`src/rtl/mcu51_pkg.sv`:
```
// mcu51_pkg: shared PC_CON bit indices, operand-counter states and reset defaults
package mcu51_pkg;
  localparam int PC_EN = 3;
  localparam int JUMP = 2;
  localparam int ADD_REL = 1;
  localparam int REL_EN = 0;
  localparam logic [15:0] DEF_RESET_VECTOR = 16'h0000;
  localparam logic [7:0] DEF_NOP_OPCODE = 8'h00;
  typedef enum logic [1:0] {
    EMPTY = 2'd0,
    ONE = 2'd1,
    FULL = 2'd2
  } opnd_state_e;
endpackage

```
`src/rtl/pc_next.sv`:
```
// pc_next: combinational next-PC select (absolute load, signed relative add, increment)
module pc_next (
  input  logic [15:0] pc_i,
  input  logic [7:0]  rel_i,
  input  logic [7:0]  direct_i,
  input  logic [7:0]  imm_i,
  input  logic        jump_i,
  input  logic        add_rel_i,
  output logic [15:0] pc_o
);
  assign pc_o = jump_i ? {direct_i, imm_i} :
                add_rel_i ? pc_i + {{8{rel_i[7]}}, rel_i} : pc_i + 16'd1;
endmodule

```
`src/rtl/pc_fetch_unit.sv`:
```
// pc_fetch_unit: MCU-51 program counter, opcode and operand capture registers
module pc_fetch_unit
  import mcu51_pkg::*;
#(
  parameter logic [15:0] RESET_VECTOR = DEF_RESET_VECTOR,
  parameter logic [7:0]  NOP_OPCODE = DEF_NOP_OPCODE
) (
  input  logic        clk,
  input  logic        reset,
  input  logic [3:0]  PC_CON,
  input  logic        IR_en,
  input  logic        opnd_en,
  input  logic [7:0]  code_data,
  output logic [15:0] PC,
  output logic [7:0]  IR,
  output logic [7:0]  direct,
  output logic [7:0]  imm,
  output logic [7:0]  rel,
  output logic [1:0]  opnd_cnt,
  output logic        opnd_ovf
);
  logic [15:0] pc_q, pc_d, pc_nxt;
  logic [7:0] ir_q, ir_d, direct_q, direct_d, imm_q, imm_d, rel_q, rel_d;
  logic ovf_q, ovf_d;
  opnd_state_e state_q, state_d;
  pc_next u_pc_next (
    .pc_i(pc_q),
    .rel_i(rel_q),
    .direct_i(direct_q),
    .imm_i(imm_q),
    .jump_i(PC_CON[JUMP]),
    .add_rel_i(PC_CON[ADD_REL]),
    .pc_o(pc_nxt)
  );
  assign pc_d = PC_CON[PC_EN] ? pc_nxt : pc_q;
  assign rel_d = PC_CON[REL_EN] ? code_data : rel_q;
  // a new opcode restarts operand collection and drops any pending opnd_en
  always_comb begin
    state_d = state_q;
    ir_d = ir_q;
    direct_d = direct_q;
    imm_d = imm_q;
    ovf_d = ovf_q;
    if (IR_en) begin
      ir_d = code_data;
      state_d = EMPTY;
      direct_d = 8'h00;
      imm_d = 8'h00;
      ovf_d = 1'b0;
    end else if (opnd_en) begin
      if (state_q == EMPTY) begin
        direct_d = code_data;
        state_d = ONE;
      end else if (state_q == ONE) begin
        imm_d = code_data;
        state_d = FULL;
      end else begin
        ovf_d = 1'b1;
      end
    end
  end
  always_ff @(posedge clk) begin
    if (!reset) begin
      state_q <= EMPTY;
      pc_q <= RESET_VECTOR;
      ir_q <= NOP_OPCODE;
      direct_q <= 8'h00;
      imm_q <= 8'h00;
      rel_q <= 8'h00;
      ovf_q <= 1'b0;
    end else begin
      state_q <= state_d;
      pc_q <= pc_d;
      ir_q <= ir_d;
      direct_q <= direct_d;
      imm_q <= imm_d;
      rel_q <= rel_d;
      ovf_q <= ovf_d;
    end
  end
  assign PC = pc_q;
  assign IR = ir_q;
  assign direct = direct_q;
  assign imm = imm_q;
  assign rel = rel_q;
  assign opnd_cnt = state_q;
  assign opnd_ovf = ovf_q;
endmodule

```
`config.mk`:
```
export PLATFORM = sky130hd
export DESIGN_NAME = pc_fetch_unit
export DESIGN_NICKNAME = d
export VERILOG_FILES = /design/src/rtl/mcu51_pkg.sv /design/src/rtl/pc_next.sv /design/src/rtl/pc_fetch_unit.sv
export SDC_FILE = /design/constraint.sdc
export NUM_CORES = 1
export LEC_CHECK = 0
export CAP_MARGIN = 0
export CORE_ASPECT_RATIO = 0.9
export CORE_MARGIN = 4
export CORE_UTILIZATION = 45
export DETAILED_ROUTE_END_ITERATION = 7
export PLACE_DENSITY = 0.72
export SYNTH_ARGS = -nofsm -noshare
export SYNTH_HDL_FRONTEND = slang
export SYNTH_SLANG_ARGS = --single-unit
```
`constraint.sdc`:
```
create_clock -name clk -period 7.8 [get_ports clk]
set_input_delay 1.56 -clock clk [delete_from_list [all_inputs] [get_ports clk]]
set_output_delay 1.56 -clock clk [all_outputs]
set_load 0.02 [all_outputs]
```
# [After elaboration in Yosys (flattened, before gate mapping)]
# Cells that the tools add are included.
[totals] out_inout_bits=51 input_bits=16 word_cells=24 ff_bits=51
[classes] reduce_logical=7 muxes=4 eq_ne=1 add_sub_neg=2 n_bitwise=3
[op_table] cell="two-way mux 16 bit" n=2
[op_table] cell="adder 16 x 1 -> 16 bit, second input constant" n=1
[op_table] cell="adder 16 bit" n=1
[op_table] cell="AND reduction 3 bit" n=2
[op_table] cell="two-way mux 2 bit" n=2
[op_table] cell="AND reduction 2 bit" n=2
[op_table] cell="inverter 1 bit" n=3
[op_table] cell="== test 2 x 1 -> 1 bit, second input constant" n=1
[op_table] cell="zero test 2 bit" n=1
[op_table] cell="nonzero test 2 bit" n=1
[op_table] cell="OR reduction 2 bit" n=1

# [Depth between registers and ports, before layout]
[logic_depth] word_depth=3 ltp_mapped=9 ltp_nobuf=9

# [Cells and area by module]
# Synthesis repeated with hierarchy kept, for this count alone.
[unflattened] cells_unflattened=330 hier_area_um2=2910.3
[by_module_without_submodules] module="pc_fetch_unit" area_per_inst_um2=1898.1 seq_area_each_um2=1021.0 instances=1 cells_each=177
[by_module_without_submodules] module="pc_next" area_per_inst_um2=1012.2 seq_area_each_um2=0.0 instances=1 cells_each=153

# [Worst setup path before layout]
# No wires, ideal clock.
[synth_path] path_kind="input port to flip-flop" from="input PC_CON[1]" to="register pc_q[9], in the netlist PC[9]" path_buffers=0 required_ps=7725 setup_slack_ps=4158 stages=8 t_arrival_ps=3567 setup_ps=75 path_cell_list="and2_1 ha_1 a211oi_1 o21bai_1 o22ai_2 mux2_2 or4b_1 a31oi_1"
[synth_between] elab_chain_len=2
[synth_lines] item="start: declaration" line="pc_fetch_unit.sv:10" source="input logic [3:0] PC_CON,"
[synth_lines] item="two-way mux 16 bit" line="pc_next.sv:12" source="add_rel_i ? pc_i + {{8{rel_i[7]}}, rel_i} : pc_i + 16'd1;"
[synth_lines] item="two-way mux 16 bit" line="pc_next.sv:11" source="assign pc_o = jump_i ? {direct_i, imm_i} :"
[synth_lines] item="end signal: assignment" line="pc_fetch_unit.sv:73" source="pc_q <= pc_d;"
[synth_lines] item="end: declaration" line="pc_fetch_unit.sv:22" source="logic [15:0] pc_q, pc_d, pc_nxt;"
# No other way between the ends.
# A chain may end at the register's enable or synchronous reset.

# [Worst setup path after layout]
[layout_path] from="input PC_CON[1]" to="register pc_q[14], in the netlist PC[14]"
# The elaborated chain is that of the path after synthesis.

==> impl_metrics.tcl <==
set metrics [dict create \
    crit_type "in2reg" \
    synth_area_per_cell_um2 8.66 \
    cp_max_fo 9 \
    grt_overflow 0 \
    timing.setup.tns_ns 0 \
    root_buffer "clkbuf_8" \
    routabilityCongestion 0.852 \
    clk_latency_ns 0.30 \
    grtUsageMet3_pct 4.30 \
    fin_area_um2 3480 \
    power_leakage_nw 1.39 \
    setup.worst_path.end_class "register" \
    wl_mm 7.24 \
    avgRoutedWirePerCell_um 16.5 \
    cp.arrival_ns 4.46 \
    synthCells 315 \
    status "complete, no violations" \
    grt_setup_unrepaired "no" \
    die_area_um2 7380 \
    fmax_ghz 0.235 \
    place_hpwl_mm 5.26 \
    utilization_pct 60.1 \
    grt_use_total_pct 20.1 \
    io_pins 67 \
    pwr_density_cell_nw_per_um2 157 \
    cts_buffers 5 \
    first_global_vias 2335 \
    cts_setup_buffers 0 \
    h-tree-depth 2 \
    synth_area_um2 2730 \
    setup_viol 0 \
    ys_ff_latch 51 \
    layout.nets 392 \
    port_buffers 66 \
    dr_total_vias 2460 \
    synth_area_leaders "dfxtp_1, mux2i_1, nor2_1, ha_1, a21oi_1" \
    antenna_found_initial 0 \
    cp-start-kind "input port" \
    die_h_um 81.9 \
    rows 26 \
    gr-max-usage-layer "met2" \
    viasPerCell 5.60 \
    finalNonFillerCells 439 \
    placed_area_um2 3390 \
    critical_path_required_ns 8.02 \
    cts_buffer_depth 2 \
    fillCellCount 532 \
    grt_pass1_wl_mm 11.9 \
    met1_usage_pct 28.0 \
    maxCapViolCount 0 \
    syn_nets 339 \
    grt_use_met2_pct 31.3 \
    synth.largest_area_cell "dfxtp_1" \
    initial_core_util_pct 47.1 \
    vdd_drop_max_uv 116 \
    firstDrtPassIters 4 \
    timing.final.crit_share_pct 54.5 \
    max_slew_margin_pct 22.4 \
    ys_seq_area_share_pct 37.4 \
    hold_viol 0 \
    worst_hold_slack_ns 0.481 \
    clkTransAtPathRegs_ns 0.10 \
    skew_ns 0.00331 \
    n_antenna_cell 0 \
    synth_cell_types 44 \
    dp.cells 431 \
    drt_iter0_drc 245 \
    tightestPinTransition_ns 1.16 \
    period_needed_ns 4.25 \
    hold_path.class "reg2reg" \
    cts_tree "yes" \
    ys_warn_count 0 \
    slew_violations 0 \
    cts_resized 0 \
    cts.sinks 51 \
    synth_top_area_share_pct 37.4 \
    core_area_um2 5790 \
    drive_gt1_share_pct 3.52 \
    drc 0 \
    grt_max_degree 37 \
    hold_buffers 0 \
    die_w_um 90.1 \
    drtAntennaViolNets 0 \
    area_growth_pct 27.5 \
]
[metrics by stage]
step / power (W) / setup WS (ns)
floorplan: 0.000349 / 4.16
global placement: 0.000391 / 3.36
detailed placement: 0.000392 / 3.28
CTS: 0.000547 / 3.59
global route: 0.000569 / 3.31
finish: 0.000545 / 3.55
[area by class of cell]
| type | count | area [um2] | share of cell area, % |
|---|---|---|---|
| multi-input cells | 240 | 1600 | 46.1 |
| flip-flops and latches | 51 | 1020 | 29.3 |
| repair buffers | 67 | 668 | 19.2 |
| well taps | 70 | 87.6 | 2.52 |
| clock buffers | 6 | 72.6 | 2.09 |
| clock inverters | 2 | 16.3 | 0.467 |
| inverters | 3 | 11.3 | 0.324 |
[metal layers]
layer	vias to the layer above	part of all wire [%]
met1	1147	50
met5	-	0
li1	1231	-
met4	0	0.83
met2	78	44
met3	4	5.7
[worst paths after layout]
path	cells after the start	start	endpoint	slack (ns)
setup / recovery	10	PC_CON[1]	PC[14]$_SDFFE_PN0P_	3.55
hold / removal	2	opnd_ovf$_SDFFE_PP0P_	opnd_ovf$_SDFFE_PP0P_	0.48
setup reg to reg	9	rel[0]$_SDFFE_PN0P_	PC[14]$_SDFFE_PN0P_	5.02
hold reg to reg	2	opnd_ovf$_SDFFE_PP0P_	opnd_ovf$_SDFFE_PP0P_	0.48
[logic make-up after synthesis]
kind of cell / count (synthesis) / share of synthesized area (%)
XOR/XNOR: 8 / 2.57
AO/OA/AOI/OAI: 64 / 14.9
flip-flops: 51 / 37.4
multiplexers: 42 / 15.6
buffers and inverters: 24 / 3.85
adder cells (fa/ha/maj): 8 / 3.94
AND/OR/NAND/NOR: 118 / 21.6
[synthesized netlist by cell type]
cell	count
buf_6	2
buf_1	2
o21bai_1	1
a21o_1	3
mux2_2	1
o21ai_0	14
a221oi_1	1
nor4_1	2
or3_4	1
a22o_1	1
ha_1	7
dfxtp_1	51
clkinv_1	1
and4_1	1
or4b_1	4
o311ai_0	1
a211o_1	1
nand2_1	12
and2_1	7
and3_1	3
a31oi_1	11
fa_1	1
o31ai_1	2
nor2_1	53
mux2_4	1
a211oi_1	6
nand3_1	10
mux2i_1	40
a32oi_1	1
nand3b_1	6
nor3_1	4
a221o_1	1
o22ai_2	1
inv_1	2
a21oi_1	14
nand2b_1	4
or3_1	5
xor2_1	2
clkbuf_1	17
o21a_1	4
nor2b_1	5
and2_4	1
xnor2_1	6
o22ai_1	2
[where the power goes]
group	leakage, nW	internal (W)	switching [W]
clock network	0.0418	0.0000647	0.0000938
logic	0.928	0.0000488	0.0000554
registers	0.417	0.000271	0.0000112
[critical path, stage by stage]
cell,delay (ns)
clkdlybuf4s50_1,0.60
nand2b_1,0.10
ha_1,0.23
fa_1,0.43
a211oi_1,0.33
o21ai_0,0.21
nand3_1,0.23
a21oi_1,0.11
or4b_1,0.52
a31oi_1,0.14
[placed cells by master, fill, tap and decap left out, types with 2 or more instances in the layout]
master	count
clkdlybuf4s50_1	66
nor2_1	53
dfxtp_1	51
mux2i_1	40
a21oi_1	14
o21ai_0	14
nand2_1	12
a31oi_1	11
nand3_1	10
and2_1	7
ha_1	7
nand3b_1	6
a211oi_1	6
xnor2_1	6
or3_1	5
nor2b_1	5
clkbuf_8	5
nand2b_1	4
nor3_1	4
o21a_1	4
or4b_1	4
and3_1	3
a21o_1	3
nor4_1	2
xor2_1	2
o22ai_1	2
inv_1	2
o31ai_1	2
[sequential cells by signal, summed over array words and instances, names as in the netlist]
name	count
rel	8
opnd_cnt	2
PC	16
opnd_ovf	1
IR	8
direct	8
imm	8
Note: power is estimated with default switching activity, not from simulation.
